[src/rtl/typewriter_write_if.sv]
// Keyboard-to-character-buffer bus of the VGA typewriter. The controller
// takes the slave side; the keyboard/display side takes the master side.
interface typewriter_write_if #(
  parameter int GRID_COL    = 10,
  parameter int GRID_ROW    = 5,
  parameter int ADDR_WIDTH  = 11,
  parameter int ASCII_WIDTH = 8
);
  localparam int ROW_W = (GRID_ROW > 1) ? $clog2(GRID_ROW) : 1;
  localparam int COL_W = (GRID_COL > 1) ? $clog2(GRID_COL) : 1;

  logic [ASCII_WIDTH-1:0] asciiIn;
  logic                   dataReady;
  logic                   clearReq;
  logic [ADDR_WIDTH-1:0]  writeAddr;
  logic [ASCII_WIDTH-1:0] writeData;
  logic                   writeEn;
  logic [ROW_W-1:0]       cursorRow;
  logic [COL_W-1:0]       cursorCol;
  logic                   busy;

  modport master (
    output asciiIn, dataReady, clearReq,
    input  writeAddr, writeData, writeEn, cursorRow, cursorCol, busy
  );

  modport slave (
    input  asciiIn, dataReady, clearReq,
    output writeAddr, writeData, writeEn, cursorRow, cursorCol, busy
  );
endinterface

[src/rtl/typewriter_write_ctrl.sv]
// Write sequencer for the typewriter character buffer: key events, cursor, clear sweep.
// Optional macro TYPEWRITER_CLEAR_ON_WRAP_EN: a wrap from the last row back to row 0 triggers a clear.
module typewriter_write_ctrl #(
  parameter int GRID_COL    = 10,
  parameter int GRID_ROW    = 5,
  parameter int ADDR_WIDTH  = 11,
  parameter int ASCII_WIDTH = 8
) (
  input  logic               clk_pix,
  input  logic               rst,
  typewriter_write_if.slave  bus
);

  localparam int ROW_W = (GRID_ROW > 1) ? $clog2(GRID_ROW) : 1;
  localparam int COL_W = (GRID_COL > 1) ? $clog2(GRID_COL) : 1;
  localparam int CELLS = GRID_COL * GRID_ROW;
  localparam int CNT_W = $clog2(CELLS + 1);

  localparam logic [ROW_W-1:0] ROW_LAST = ROW_W'(GRID_ROW - 1);
  localparam logic [COL_W-1:0] COL_LAST = COL_W'(GRID_COL - 1);
  localparam logic [CNT_W-1:0] CNT_END  = CNT_W'(CELLS);

  localparam logic [ASCII_WIDTH-1:0] CH_SPACE = ASCII_WIDTH'(32'h20);
  localparam logic [ASCII_WIDTH-1:0] CH_TILDE = ASCII_WIDTH'(32'h7E);
  localparam logic [ASCII_WIDTH-1:0] CH_LF    = ASCII_WIDTH'(32'h0A);
  localparam logic [ASCII_WIDTH-1:0] CH_CR    = ASCII_WIDTH'(32'h0D);
  localparam logic [ASCII_WIDTH-1:0] CH_BS    = ASCII_WIDTH'(32'h08);

`ifdef TYPEWRITER_CLEAR_ON_WRAP_EN
  localparam bit CLEAR_ON_WRAP = 1'b1;
`else
  localparam bit CLEAR_ON_WRAP = 1'b0;
`endif

  typedef enum logic {IDLE, CLEAR} state_t;

  typedef struct packed {
    logic                   we;
    logic [ADDR_WIDTH-1:0]  addr;
    logic [ASCII_WIDTH-1:0] data;
    logic [ROW_W-1:0]       row;
    logic [COL_W-1:0]       col;
    logic                   wrap;
  } key_act_t;

  function automatic logic [ADDR_WIDTH-1:0] cell_addr(input logic [ROW_W-1:0] r,
                                                      input logic [COL_W-1:0] c);
    return ADDR_WIDTH'(int'(r) * GRID_COL + int'(c));
  endfunction

  // Decodes one key against the current cursor: what to write and where the cursor goes.
  function automatic key_act_t key_action(input logic [ASCII_WIDTH-1:0] code,
                                          input logic [ROW_W-1:0]       r,
                                          input logic [COL_W-1:0]       c);
    key_act_t a;
    a      = '0;
    a.row  = r;
    a.col  = c;
    a.addr = cell_addr(r, c);
    a.data = code;
    if (code >= CH_SPACE && code <= CH_TILDE) begin
      a.we = 1'b1;
      if (c == COL_LAST) begin
        a.col = '0;
        if (r == ROW_LAST) begin
          a.row  = '0;
          a.wrap = 1'b1;
        end else begin
          a.row = r + 1'b1;
        end
      end else begin
        a.col = c + 1'b1;
      end
    end else if (code == CH_LF || code == CH_CR) begin
      a.col = '0;
      if (r == ROW_LAST) begin
        a.row  = '0;
        a.wrap = 1'b1;
      end else begin
        a.row = r + 1'b1;
      end
    end else if (code == CH_BS) begin
      a.we   = 1'b1;
      a.data = CH_SPACE;
      if (c != '0) begin
        a.col = c - 1'b1;
      end else if (r != '0) begin
        a.row = r - 1'b1;
        a.col = COL_LAST;
      end
      a.addr = cell_addr(a.row, a.col);
    end
    return a;
  endfunction

  state_t                 state_q, state_d;
  logic                   busy_q, busy_d;
  logic                   we_q, we_d;
  logic [ADDR_WIDTH-1:0]  addr_q, addr_d;
  logic [ASCII_WIDTH-1:0] data_q, data_d;
  logic [ROW_W-1:0]       row_q, row_d;
  logic [COL_W-1:0]       col_q, col_d;
  logic [CNT_W-1:0]       cnt_q, cnt_d;
  logic                   pend_vld_q, pend_vld_d;
  logic [ASCII_WIDTH-1:0] pend_code_q, pend_code_d;
  logic                   dr_prev_q, dr_prev_d;
  logic                   clr_prev_q, clr_prev_d;

  logic     key_ev;
  logic     clr_ev;
  key_act_t act;

  always_comb begin
    state_d     = state_q;
    busy_d      = busy_q;
    we_d        = 1'b0;
    addr_d      = addr_q;
    data_d      = data_q;
    row_d       = row_q;
    col_d       = col_q;
    cnt_d       = cnt_q;
    pend_vld_d  = pend_vld_q;
    pend_code_d = pend_code_q;
    dr_prev_d   = bus.dataReady;
    clr_prev_d  = bus.clearReq;

    key_ev = bus.dataReady & ~dr_prev_q;
    clr_ev = bus.clearReq & ~clr_prev_q;
    // A parked key always takes precedence over the live input on the first idle cycle.
    act    = key_action(pend_vld_q ? pend_code_q : bus.asciiIn, row_q, col_q);

    case (state_q)
      IDLE: begin
        if (clr_ev) begin
          // The first sweep write goes out on the entry edge so writeEn lines up with busy.
          state_d = CLEAR;
          busy_d  = 1'b1;
          we_d    = 1'b1;
          addr_d  = '0;
          data_d  = CH_SPACE;
          cnt_d   = CNT_W'(1);
          if (key_ev && !pend_vld_q) begin
            pend_vld_d  = 1'b1;
            pend_code_d = bus.asciiIn;
          end
        end else if (pend_vld_q || key_ev) begin
          if (act.we) begin
            we_d   = 1'b1;
            addr_d = act.addr;
            data_d = act.data;
          end
          row_d = act.row;
          col_d = act.col;
          if (CLEAR_ON_WRAP && act.wrap) begin
            state_d = CLEAR;
            busy_d  = 1'b1;
            cnt_d   = '0;
          end
          if (pend_vld_q) begin
            pend_vld_d = key_ev;
            if (key_ev) pend_code_d = bus.asciiIn;
          end
        end
      end

      CLEAR: begin
        if (key_ev && !pend_vld_q) begin
          pend_vld_d  = 1'b1;
          pend_code_d = bus.asciiIn;
        end
        if (cnt_q != CNT_END) begin
          we_d   = 1'b1;
          addr_d = ADDR_WIDTH'(cnt_q);
          data_d = CH_SPACE;
          cnt_d  = cnt_q + 1'b1;
        end else begin
          state_d = IDLE;
          busy_d  = 1'b0;
          row_d   = '0;
          col_d   = '0;
        end
      end

      default: state_d = IDLE;
    endcase
  end

  always_ff @(posedge clk_pix or posedge rst) begin
    if (rst) begin
      state_q     <= IDLE;
      busy_q      <= 1'b0;
      we_q        <= 1'b0;
      addr_q      <= '0;
      data_q      <= '0;
      row_q       <= '0;
      col_q       <= '0;
      cnt_q       <= '0;
      pend_vld_q  <= 1'b0;
      pend_code_q <= '0;
      dr_prev_q   <= 1'b0;
      clr_prev_q  <= 1'b0;
    end else begin
      state_q     <= state_d;
      busy_q      <= busy_d;
      we_q        <= we_d;
      addr_q      <= addr_d;
      data_q      <= data_d;
      row_q       <= row_d;
      col_q       <= col_d;
      cnt_q       <= cnt_d;
      pend_vld_q  <= pend_vld_d;
      pend_code_q <= pend_code_d;
      dr_prev_q   <= dr_prev_d;
      clr_prev_q  <= clr_prev_d;
    end
  end

  assign bus.writeEn   = we_q;
  assign bus.writeAddr = addr_q;
  assign bus.writeData = data_q;
  assign bus.cursorRow = row_q;
  assign bus.cursorCol = col_q;
  assign bus.busy      = busy_q;

endmodule

[src/flat_wrapper.sv]
// flat-port wrapper written by rule: the top's interface ports become plain ports
module typewriter_write_ctrl_flat 
#(
  parameter int GRID_COL    = 10,
  parameter int GRID_ROW    = 5,
  parameter int ADDR_WIDTH  = 11,
  parameter int ASCII_WIDTH = 8
)
  (clk_pix, rst, bus_asciiIn, bus_dataReady, bus_clearReq, bus_writeAddr, bus_writeData, bus_writeEn, bus_cursorRow, bus_cursorCol, bus_busy);
  typewriter_write_if #(.GRID_COL(GRID_COL), .GRID_ROW(GRID_ROW), .ADDR_WIDTH(ADDR_WIDTH), .ASCII_WIDTH(ASCII_WIDTH)) bus_i ();
  input  logic clk_pix;
  input  logic rst;
  input wire logic [$bits(bus_i.asciiIn)-1:0] bus_asciiIn;
  input wire logic [$bits(bus_i.dataReady)-1:0] bus_dataReady;
  input wire logic [$bits(bus_i.clearReq)-1:0] bus_clearReq;
  output wire logic [$bits(bus_i.writeAddr)-1:0] bus_writeAddr;
  output wire logic [$bits(bus_i.writeData)-1:0] bus_writeData;
  output wire logic [$bits(bus_i.writeEn)-1:0] bus_writeEn;
  output wire logic [$bits(bus_i.cursorRow)-1:0] bus_cursorRow;
  output wire logic [$bits(bus_i.cursorCol)-1:0] bus_cursorCol;
  output wire logic [$bits(bus_i.busy)-1:0] bus_busy;
  assign bus_i.asciiIn = bus_asciiIn;
  assign bus_i.dataReady = bus_dataReady;
  assign bus_i.clearReq = bus_clearReq;
  assign bus_writeAddr = bus_i.writeAddr;
  assign bus_writeData = bus_i.writeData;
  assign bus_writeEn = bus_i.writeEn;
  assign bus_cursorRow = bus_i.cursorRow;
  assign bus_cursorCol = bus_i.cursorCol;
  assign bus_busy = bus_i.busy;
  typewriter_write_ctrl #(.GRID_COL(GRID_COL), .GRID_ROW(GRID_ROW), .ADDR_WIDTH(ADDR_WIDTH), .ASCII_WIDTH(ASCII_WIDTH)) u_core (.clk_pix(clk_pix), .rst(rst), .bus(bus_i));
endmodule
[config.mk]
export PLATFORM = sky130hd
export DESIGN_NAME = typewriter_write_ctrl_flat
export DESIGN_NICKNAME = d
export VERILOG_FILES = /design/src/rtl/typewriter_write_if.sv /design/src/rtl/typewriter_write_ctrl.sv /design/src/flat_wrapper.sv
export SDC_FILE = /design/constraint.sdc
export NUM_CORES = 1
export LEC_CHECK = 0
export ABC_AREA = 1
export BUFFER_PORTS_ARGS = -buffer_cell sky130_fd_sc_hd__buf_2
export CORE_ASPECT_RATIO = 1.5
export CORE_UTILIZATION = 38
export CTS_CLUSTER_SIZE = 12
export DETAILED_ROUTE_END_ITERATION = 6
export MAX_ROUTING_LAYER = met4
export PLACE_DENSITY_LB_ADDON = 0.05
export SETUP_SLACK_MARGIN = 0.1
export SKIP_CTS_REPAIR_TIMING = 1
export SYNTH_ARGS = -nofsm -noshare
export SYNTH_HDL_FRONTEND = slang
export SYNTH_SLANG_ARGS = --single-unit
[constraint.sdc]
create_clock -name clk_pix -period 2.53 [get_ports clk_pix]
set_input_delay 0.1265 -clock clk_pix [delete_from_list [all_inputs] [get_ports clk_pix]]
set_output_delay 0.1265 -clock clk_pix [all_outputs]
set_load 0.05 [all_outputs]
==> flow_summary.yaml, run 1 <==
outcome:
  outcome: "finished with violations"
  violations: "negative hold slack"
clocking:
  htreeDepth: 2
  cts_tree: "built"
  clk_pin_slew_ps: 70
  cts_buffer_depth: 2
  cts_buffers: 5
  cts_root_buf: "clkbuf_16"
  cts_sinks: 43
  clock_latency_ps: 290
route:
  postRouteAntennaNets: 0
  routed_via_density: 4.853
  first_pass_iters: 4
  wire_per_inst_um: 13.56
  totalWireLength_um: 8325
  drtIter0Drc: 141
  vias: 2980
  drcViolationCount: 0
floorplanning:
  die_w_um: 76.13
  num_rows: 40
  fp.dieH_um: 113.2
  core-area_mm2: 0.008008
  num_io_pins: 40
  die_area_mm2: 0.008616
  initial_utilization: 0.3911
synth:
  synth_fa_ha_area_frac: 0.08470
  synth_top_family_by_area: "simple AND/OR/NAND/NOR gates"
  ys_ff_latch: 43
  synth.area.mux_share: 0.003596
  synth-compound-area-share: 0.09349
  synth_cell_types: 33
  syn_inst: 448
  yosys_warnings: 0
  avgSynthCellArea_um2: 6.991
  syn-cell-area_mm2: 0.003132
  async_reset_ff_frac: 1.000
  ys_seq_area_frac: 0.3436
  synth_simple_gate_area_frac: 0.3488
  synth_flop_cell: "dfrtp_1"
  synth_edf_count: 0
  synth_xor_area_frac: 0.03076
power:
  peakVddDrop_uv: 371.3
  power.density_mw_per_mm2: 416.9
  p_leak_nw: 2.014
  totalPowerFinal_mw: 1.618
grt:
  grt_pass1_wl_um: 13590
  grt_pass1_vias: 2798
  grt_max_degree: 44
  antenna_found_initial: 0
  grtUsageTotal: 0.2091
  grt-ovfl-total: 0
critical_path:
  critical_path_required_ps: 2720
  critical_path_class: "reg2reg"
  worstPathArrival_ps: 2570
  cp-start-kind: "flop"
  end_kind: "flop"
  rr_startpoint: "u_core.bus.cursorRow[0]$_DFFE_PP0P_"
  setup.worst_path.start: "u_core.bus.cursorRow[0]$_DFFE_PP0P_"
  cp_max_fo: 5
place:
  pre_cts_ws_ps: 113.8
  place_congestion: 0.8339
  place_area_mm2: 0.003611
  hpwl_um: 6335
  io_buffers: 36
timing:
  period_minus_slack_ps: 2383
  worst_hold_slack_ps: -39.24
  period_share: 0.9419
  final.setup.worst_slack_ps: 147.1
  slew_headroom: 0.6071
  rsz0062_at_grt: "yes"
  setup_violations: 0
  hold_viol_final: 43
  fin_worst_skew_ps: 6.178
  maxSlewViolCount: 0
  worstMarginPinSlew_ps: 587.3
  max_freq_mhz: 419.6
hold_path:
  hp-class: "in2async"
cells_and_area:
  antennaDiodeCount: 0
  syn_to_final_growth_pct: 23.89
  fin_nets: 540
  design_area_mm2: 0.003880
  fin_util: 0.4845
  layout-drive-gt1-share: 0.2515
run:
  cap_violations: 0
## cell type report
| cell class | instances | area [um^2] |
|---|---|---|
| Inverter | 54 | 210.2 |
| Sequential cell | 43 | 1085 |
| Tap cell | 105 | 131.4 |
| Multi-Input combinational cell | 342 | 1932 |
| Fill cell | 821 | 4128 |
| Clock inverter | 2 | 12.51 |
| Timing Repair Buffer | 62 | 380.4 |
| Clock buffer | 6 | 128.9 |
## worst max-delay path, cell delays in order, from the launching register on
cell and delay [ps]:
dfrtp_2 420, inv_4 80, ha_4 140, nand2_4 70, nand3_4 120, inv_4 60, nand2_4 70, nand2_4 60
and2_4 160, ha_4 160, ha_4 280, nand2_1 70, or2_4 250, nand2_1 60, nand2_1 50, nand3_1 50
o21ai_0 70, nand2_1 60, nand2_1 40
## cell usage in the layout, fill, tap and decap left out, types with 5 or more instances in the layout
| cell type | instances |
|---|---|
| buf_2 | 36 |
| nand3_1 | 28 |
| inv_1 | 41 |
| clkbuf_16 | 5 |
| a21oi_1 | 9 |
| dfrtp_1 | 36 |
| buf_4 | 24 |
| xor2_1 | 8 |
| ha_1 | 13 |
| nand3_2 | 6 |
| inv_2 | 9 |
| o21ai_0 | 19 |
| nor3_1 | 5 |
| nand2_2 | 10 |
| nand2_4 | 6 |
| nand2_1 | 156 |
| nor2_1 | 29 |
| o21ai_1 | 17 |
| dfrtp_2 | 7 |
## final timing paths
path	endpoint	slack (ps)	cells past startpoint
max	u_core.bus.writeAddr[6]$_DFFE_PP0P_	150	18
min	u_core.clr_prev_q$_DFF_PP0_	-40	3
max reg2reg	u_core.bus.writeAddr[6]$_DFFE_PP0P_	150	18
min reg2reg	u_core.bus.writeAddr[1]$_DFFE_PP0P_	480	2
max in group asynchronous	u_core.bus.cursorRow[2]$_DFFE_PP0P_	2120	3
min in group clk_pix	u_core.pend_code_q[3]$_DFFE_PP0P_	90	2
## cell usage after synthesis (2+ instances only)
master,n,share of area
nand3_1,30,0.048
o22ai_1,4,0.0080
inv_1,50,0.060
nand2_4,2,0.0072
ha_1,18,0.072
fa_1,2,0.013
xnor2_1,2,0.0056
nor3_1,5,0.0080
o21ai_1,17,0.027
xor2_1,9,0.025
nor2_1,32,0.038
inv_2,3,0.0036
buf_6,4,0.014
nand4_1,4,0.0080
buf_4,4,0.0096
o21ai_0,20,0.032
nand2_1,163,0.20
a21oi_1,10,0.016
buf_2,2,0.0032
o21ai_2,2,0.0056
nand2_2,7,0.014
nand3_2,5,0.016
dfrtp_1,43,0.34
## flip-flops by register name, indices dropped and copies added (netlist names)
| register | flops |
|---|---|
| u_core.bus.writeAddr | 8 |
| u_core.bus.writeData | 8 |
| u_core.pend_code_q | 8 |
| u_core.cnt_q | 6 |
| u_core.bus.cursorCol | 4 |
| u_core.bus.cursorRow | 3 |
| u_core.bus.busy | 1 |
| u_core.bus.writeEn | 1 |
| u_core.clr_prev_q | 1 |
| u_core.dr_prev_q | 1 |
| u_core.pend_vld_q | 1 |
| u_core.state_q | 1 |
## cell families after synthesis
logic type	Yosys count
other	1
adder cells (fa/ha/maj)	20
buffers and inverters	65
AO/OA/AOI/OAI	55
AND/OR/NAND/NOR	252
flip-flops	43
multiplexers	1
XOR/XNOR	11
## metrics by stage
stage                     std cells  setup TNS (ps)
after floorplan                 450               0
after global placement          598               0
after detailed placement        598               0
after CTS                       606               0
after global routing            614          -56.96
final                           614               0
## power breakdown
group,total [mW],switching [mW],internal (mW),leakage [nW]
Clock,0.657,0.291,0.365,0.0669
Combinational,0.242,0.166,0.0756,1.43
Sequential,0.719,0.0114,0.708,0.513
Total,1.62,0.469,1.15,2.01
## per-layer routing
metal / global-route usage / vias to the layer above / wire length [um]
met5: - / - / 0
met4: 0.06923 / 0 / 137
met3: 0.02500 / 11 / 246
met2: 0.3818 / 52 / 4492
met1: 0.2357 / 1381 / 3448
li1: - / 1536 / -
(Power assumes the default switching activity.)
==> run 2: changes to the inputs <==
--- a/config.mk
+++ b/config.mk
@@ -5,7 +5,6 @@
 export SDC_FILE = /design/constraint.sdc
 export NUM_CORES = 1
 export LEC_CHECK = 0
-export ABC_AREA = 1
 export BUFFER_PORTS_ARGS = -buffer_cell sky130_fd_sc_hd__buf_2
 export CORE_ASPECT_RATIO = 1.5
 export CORE_UTILIZATION = 38
==> run 2 against run 1 <==
Net effect: the run ends with negative setup slack left; worst hold slack improved by 80 ps; worst setup slack got worse by 380 ps; routed wire length increased by 0.66%; register-to-register slack got worse by 380 ps; die area decreased by 4.0%; combinational power increased to 13 times the previous value; synthesized cell count decreased by 29%; non-clock buffer count increased by 22; count of clock-buffer cells in the layout increased by 2; design area decreased by 0.26%; sequential share of layout area about the same; sequential cell count unchanged; largest cell class unchanged.
==> flow_summary.yaml, run 2 <==
route:
  routed_via_density: 5.285
  drcViolationCount: 0
  drtIter0Drc: 146
  totalWireLength_um: 8380
  first_pass_iters: 4
  postRouteAntennaNets: 0
  vias: 2637
  wire_per_inst_um: 16.79
synth:
  netlist.area_leader.share: 0.3583
  syn-cell-area_mm2: 0.003003
  ys_ff_latch: 43
  yosysTopAreaCell: "dfrtp_1"
  ys_top_cells_by_count: "43 x dfrtp_1, 35 x nand2_1, 23 x o21ai_0"
  yosys_warnings: 0
  syn_inst: 317
  yosysMostFrequentCell: "dfrtp_1"
  async_reset_ff_frac: 1.000
  ys_seq_area_frac: 0.3583
  synth_flop_cell: "dfrtp_1"
  avgSynthCellArea_um2: 9.473
  synth_cell_types: 61
  synth_area_leaders: "dfrtp_1 36%, ha_1 7.5%, nand2_1 4.4%, o21ai_0 3.8%, mux2_2 3.8%"
  synth_edf_count: 0
critical_path:
  critical_path_class: "reg2reg"
  cp-start-kind: "flop"
  critical_path_required_ps: 2680
  worstPathArrival_ps: 2910
  cp_max_fo: 4
  end_kind: "flop"
hold_path:
  hp-class: "in2async"
grt:
  grt_max_degree: 44
  grtUsageTotal: 0.2160
  antenna_found_initial: 0
  grt_pass1_vias: 2603
  grt_pass1_wl_um: 13060
  grt-ovfl-total: 0
cells_and_area:
  fin_util: 0.5084
  layout-drive-gt1-share: 0.3501
  syn_to_final_growth_pct: 28.87
  layout_commonest_cell: "buf_4"
  fin_nets: 428
  antennaDiodeCount: 0
  mostFrequentLayoutCells: "46 x buf_4, 38 x dfrtp_1, 36 x buf_2, 34 x nand2_1, 22 x o21ai_0"
  fin_cells: 499
outcome:
  outcome: "finished with violations"
  violations: "negative setup slack"
timing:
  slew_headroom: 0.3857
  fin_worst_skew_ps: 5.127
  period_share: 1.090
  maxSlewViolCount: 0
  final.setup.worst_slack_ps: -228.7
  max_freq_mhz: 362.5
  worstMarginPinSlew_ps: 920.1
  period_minus_slack_ps: 2759
  setup_violations: 6
  rsz0062_at_grt: "yes"
  hold_viol_final: 0
floorplanning:
  core-area_mm2: 0.007612
  num_io_pins: 40
  fp.dieH_um: 110.9
  die_w_um: 74.58
  num_rows: 39
  die_area_mm2: 0.008269
  initial_utilization: 0.3945
clocking:
  htreeDepth: 2
  clk_pin_slew_ps: 60
  cts_buffers: 5
  cts_root_buf: "clkbuf_16"
  clock_latency_ps: 290
  cts_sinks: 43
  cts_buffer_depth: 2
  cts_tree: "built"
power:
  seq_power_share: 0.233
  p_leak_nw: 1.854
  peakVddDrop_uv: 563.2
  p_int_mw: 2.741
  totalPowerFinal_mw: 4.948
  power.density_mw_per_mm2: 1279
  clkPwrFrac: 0.139
  p_comb_frac: 0.628
  p_sw_mw: 2.207
  p_sw_frac: 0.4460
place:
  place_congestion: 0.8767
  io_buffers: 36
  pre_cts_ws_ps: -268.0
  post-place-cells: 483
  hpwl_um: 6289
run:
  cap_violations: 0
[run 2: cell types whose count changed in the layout (fill, tap and decap cells not counted), sizes merged, moves of 7 or more]
cell   delta
nand2   -137
mux2      +9
nor2b     +7
buf      +22
nor2     -18
mux2i    +11
inv      -37
nand3    -23
[run 2: power groups by stage]
stage | logic (mW) | clock network (mW) | registers (mW)
after floorplan | 1.68 | 0 | 1.42
after detailed placement | 2.88 | 0 | 1.16
after global routing | 3.39 | 0.725 | 1.19
final | 3.11 | 0.688 | 1.15
after CTS | 2.90 | 0.707 | 1.15
after global placement | 2.87 | 0 | 1.16
[run 2: layer usage]
layer | track usage | wire length, um | vias to the layer above
met3 | 0.03182 | 188 | 17
li1 | - | - | 1309
met5 | - | 0 | -
met1 | 0.2423 | 3427 | 1267
met4 | 0.08302 | 238 | 0
met2 | 0.3742 | 4525 | 44
[run 2: final timing paths]
path                       slack, ps                                   to                                 from  cells after the start
max                             -230  u_core.bus.writeAddr[5]$_DFFE_PP0P_  u_core.bus.cursorCol[0]$_DFFE_PP0P_                     13
min                               40          u_core.cnt_q[4]$_DFFE_PP0P_                                  rst                      2
max reg2reg                     -230  u_core.bus.writeAddr[5]$_DFFE_PP0P_  u_core.bus.cursorCol[0]$_DFFE_PP0P_                     13
min reg2reg                      480  u_core.bus.writeData[7]$_DFFE_PP0P_  u_core.bus.writeData[7]$_DFFE_PP0P_                      1
max in group asynchronous       1850  u_core.bus.cursorRow[0]$_DFFE_PP0P_                                  rst                      2
min in group clk_pix             100    u_core.pend_code_q[7]$_DFFE_PP0P_                       bus_asciiIn[7]                      2
[run 2: layout make-up]
type	instances	area, um^2
Tap cell	102	127.6
Clock buffer	8	156.4
Inverter	16	62.56
Fill cell	767	3742
Sequential cell	43	1082
Timing Repair Buffer	84	545.5
Multi-Input combinational cell	246	1896
[run 2: cells by family after synthesis]
logic type	Yosys count	synth area share
AND/OR/NAND/NOR	95	0.1638
flip-flops	43	0.3583
adder cells (fa/ha/maj)	20	0.08834
buffers and inverters	31	0.05167
XOR/XNOR	12	0.03500
AO/OA/AOI/OAI	94	0.2275
other	1	0.001249
multiplexers	21	0.07417
[run 2: worst max-delay path, stage by stage (launching register included)]
cell and delay [ps]:
dfrtp_2 420, inv_4 70, ha_4 130, or3b_4 390, nor2_4 170, xnor2_2 150, xor2_1 190, ha_1 290
nor2b_4 150, o21ai_2 160, xor2_1 170, nand2_1 70, a32oi_1 180, o21ai_1 80
[run 2: stage by stage]
stage                     area, um^2  setup TNS [ps]  hold WS (ps)
after global routing            3870           -1477         97.68
after CTS                       3737           -1186        -34.70
after detailed placement        3581           -1001         264.1
after global placement          3581          -791.6         261.4
after floorplan                 3074           -1436         157.9
final                           3870          -810.5         40.92
==> run 3: changes to the inputs <==
--- a/config.mk
+++ b/config.mk
@@ -5,13 +5,14 @@
 export SDC_FILE = /design/constraint.sdc
 export NUM_CORES = 1
 export LEC_CHECK = 0
+export ABC_AREA = 0
 export BUFFER_PORTS_ARGS = -buffer_cell sky130_fd_sc_hd__buf_2
 export CORE_ASPECT_RATIO = 1.5
 export CORE_UTILIZATION = 38
 export CTS_CLUSTER_SIZE = 12
 export DETAILED_ROUTE_END_ITERATION = 6
 export MAX_ROUTING_LAYER = met4
-export PLACE_DENSITY_LB_ADDON = 0.05
+export PLACE_DENSITY = 0.66
 export SETUP_SLACK_MARGIN = 0.1
 export SKIP_CTS_REPAIR_TIMING = 1
 export SYNTH_ARGS = -nofsm -noshare
==> run 3 against run 2 <==
Net effect: the run still ends with negative setup slack left; critical path depth unchanged; sequential cell count unchanged; register-to-register slack about the same; design area decreased by 2.2%; die area unchanged; critical path type unchanged.
==> flow_summary.yaml, run 3 (synthesized netlist as in run 2, its figures left out) <==
outcome:
  outcome: "finished with violations"
  violations: "negative setup slack"
place:
  hpwl_um: 5986
  pre_cts_ws_ps: -278.4
  place_congestion: 0.8554
  io_buffers: 36
critical_path:
  critical_path_required_ps: 2690
  worstPathArrival_ps: 2900
  crit_chain: "inv_4 > ha_4 > or3b_4 > nor2_4 > xnor2_2 > xor2_1 > ha_1 > nor2b_1 > o21ai_2 > xor2_1 > nand2_1 > a32oi_1 > o21ai_1"
  end_kind: "flop"
  critical_path_class: "reg2reg"
  cp-start-kind: "flop"
  ff2ff_path_depth: 13
  cp_common_cell: "xor2_1"
  crit_slowest_cell: "dfrtp_2"
  r2r_slack_ps: -220
  cp_max_fo: 4
  cpPeakStageDelay_ps: 430
timing:
  setup_violations: 5
  maxSlewViolCount: 0
  hold_viol_final: 0
  rsz0062_at_grt: "yes"
  slew_headroom: 0.3970
  fin_worst_skew_ps: 6.337
  setup_tns_ps: -680.7
  worstMarginPinSlew_ps: 899.0
  period_minus_slack_ps: 2746
  final.setup.worst_slack_ps: -216.1
  max_freq_mhz: 364.2
  period_share: 1.085
floorplanning:
  die_w_um: 74.58
  num_rows: 39
  fp.dieH_um: 110.9
  die_area_mm2: 0.008269
  num_io_pins: 40
  initial_utilization: 0.3945
  core-area_mm2: 0.007612
grt:
  grt-ovfl-total: 0
  grt_pass1_wl_um: 12700
  grt_max_degree: 25
  grt_use_met1: 0.2379
  grtUsageTotal: 0.2058
  gr-usage-met3: 0.02636
  gr-max-usage-layer: "met2"
  met2_usage: 0.3405
  grt_pass1_vias: 2618
  antenna_found_initial: 0
cells_and_area:
  layout_commonest_cell: "buf_4"
  fin_nets: 424
  syn_to_final_growth_pct: 26.04
  mostFrequentLayoutCells: "40 x buf_4, 38 x dfrtp_1, 36 x buf_2, 35 x nand2_1, 22 x o21ai_0"
  layout-drive-gt1-share: 0.3333
  antennaDiodeCount: 0
route:
  first_pass_iters: 4
  drtIter0Drc: 157
  drcViolationCount: 0
  vias: 2677
  postRouteAntennaNets: 0
  totalWireLength_um: 7859
  wire_per_inst_um: 15.88
  routed_via_density: 5.408
clocking:
  cts_root_buf: "clkbuf_16"
  htreeDepth: 2
  clk_pin_slew_ps: 60
  clock_latency_ps: 290
  cts_buffer_depth: 2
  cts_sinks: 43
  cts_buffers: 5
  cts_tree: "built"
run:
  cap_violations: 0
hold_path:
  hp-class: "in2reg"
  min_path_cells: 2
power:
  power.density_mw_per_mm2: 1270
  peakVddDrop_uv: 465.5
  p_leak_nw: 1.787
==> run 3: cell count changes in the layout (fill, tap and decap cells not counted), moves of 2 or more <==
cell | previous run | this run
clkinv_2 | 0 | 3
nor2b_4 | 2 | 0
buf_4 | 46 | 40
clkbuf_8 | 2 | 0
==> run 3: power by group <==
part	leakage, nW	switching [mW]	internal [mW]
Combinational	1.19	1.65	1.37
Sequential	0.527	0.247	0.908
Clock	0.0733	0.270	0.360
Total	1.79	2.16	2.64
==> run 3: routing by layer <==
metal | vias to the layer above | wire length, um
met1 | 1290 | 3165
met4 | 0 | 235
met5 | - | 0
met2 | 59 | 4234
met3 | 20 | 224
li1 | 1308 | -
==> run 3: path summary, 6_finish.rpt <==
| kind | start | endpoint |
|---|---|---|
| setup / recovery | u_core.bus.cursorCol[0]$_DFFE_PP0P_ | u_core.bus.writeAddr[5]$_DFFE_PP0P_ |
| hold / removal | bus_asciiIn[5] | u_core.pend_code_q[5]$_DFFE_PP0P_ |
| setup reg to reg | u_core.bus.cursorCol[0]$_DFFE_PP0P_ | u_core.bus.writeAddr[5]$_DFFE_PP0P_ |
| hold reg to reg | u_core.bus.writeData[5]$_DFFE_PP0P_ | u_core.bus.writeData[5]$_DFFE_PP0P_ |
| max in group asynchronous | rst | u_core.pend_code_q[3]$_DFFE_PP0P_ |
| min in group asynchronous | rst | u_core.cnt_q[4]$_DFFE_PP0P_ |
==> run 3: worst max-delay path, delay by kind of cell, from the launching register on <==
kind / cells / cell delay (ps)
fa+ha+maj: 2 / 420
xor+xnor: 3 / 470
buf+inv: 1 / 70
flops: 1 / 430
simple gates: 4 / 790
compound gates: 3 / 440
==> run 3: final cells by class <==
cell class / count / area, um^2
Clock inverter: 3 / 15.01
Sequential cell: 43 / 1082
Clock buffer: 5 / 125.1
Multi-Input combinational cell: 246 / 1851
Fill cell: 728 / 3827
Inverter: 16 / 62.56
Tap cell: 102 / 127.6
Timing Repair Buffer: 80 / 521.8
==> run 3: through the flow <==
| stage | utilization | instances | hold WS [ps] | cell area [um^2] | power (mW) |
|---|---|---|---|---|---|
| after floorplan | - | 319 | 157.9 | 3074 | 3.097 |
| after detailed placement | 0.4655 | 478 | 248.2 | 3543 | 4.024 |
| final | 0.4972 | 495 | 108.7 | 3785 | 4.806 |
| after global routing | 0.4972 | 495 | 111.4 | 3785 | 5.138 |
| after global placement | 0.4655 | 478 | 231.8 | 3543 | 3.989 |
| after CTS | 0.4839 | 486 | -59.97 | 3684 | 4.669 |
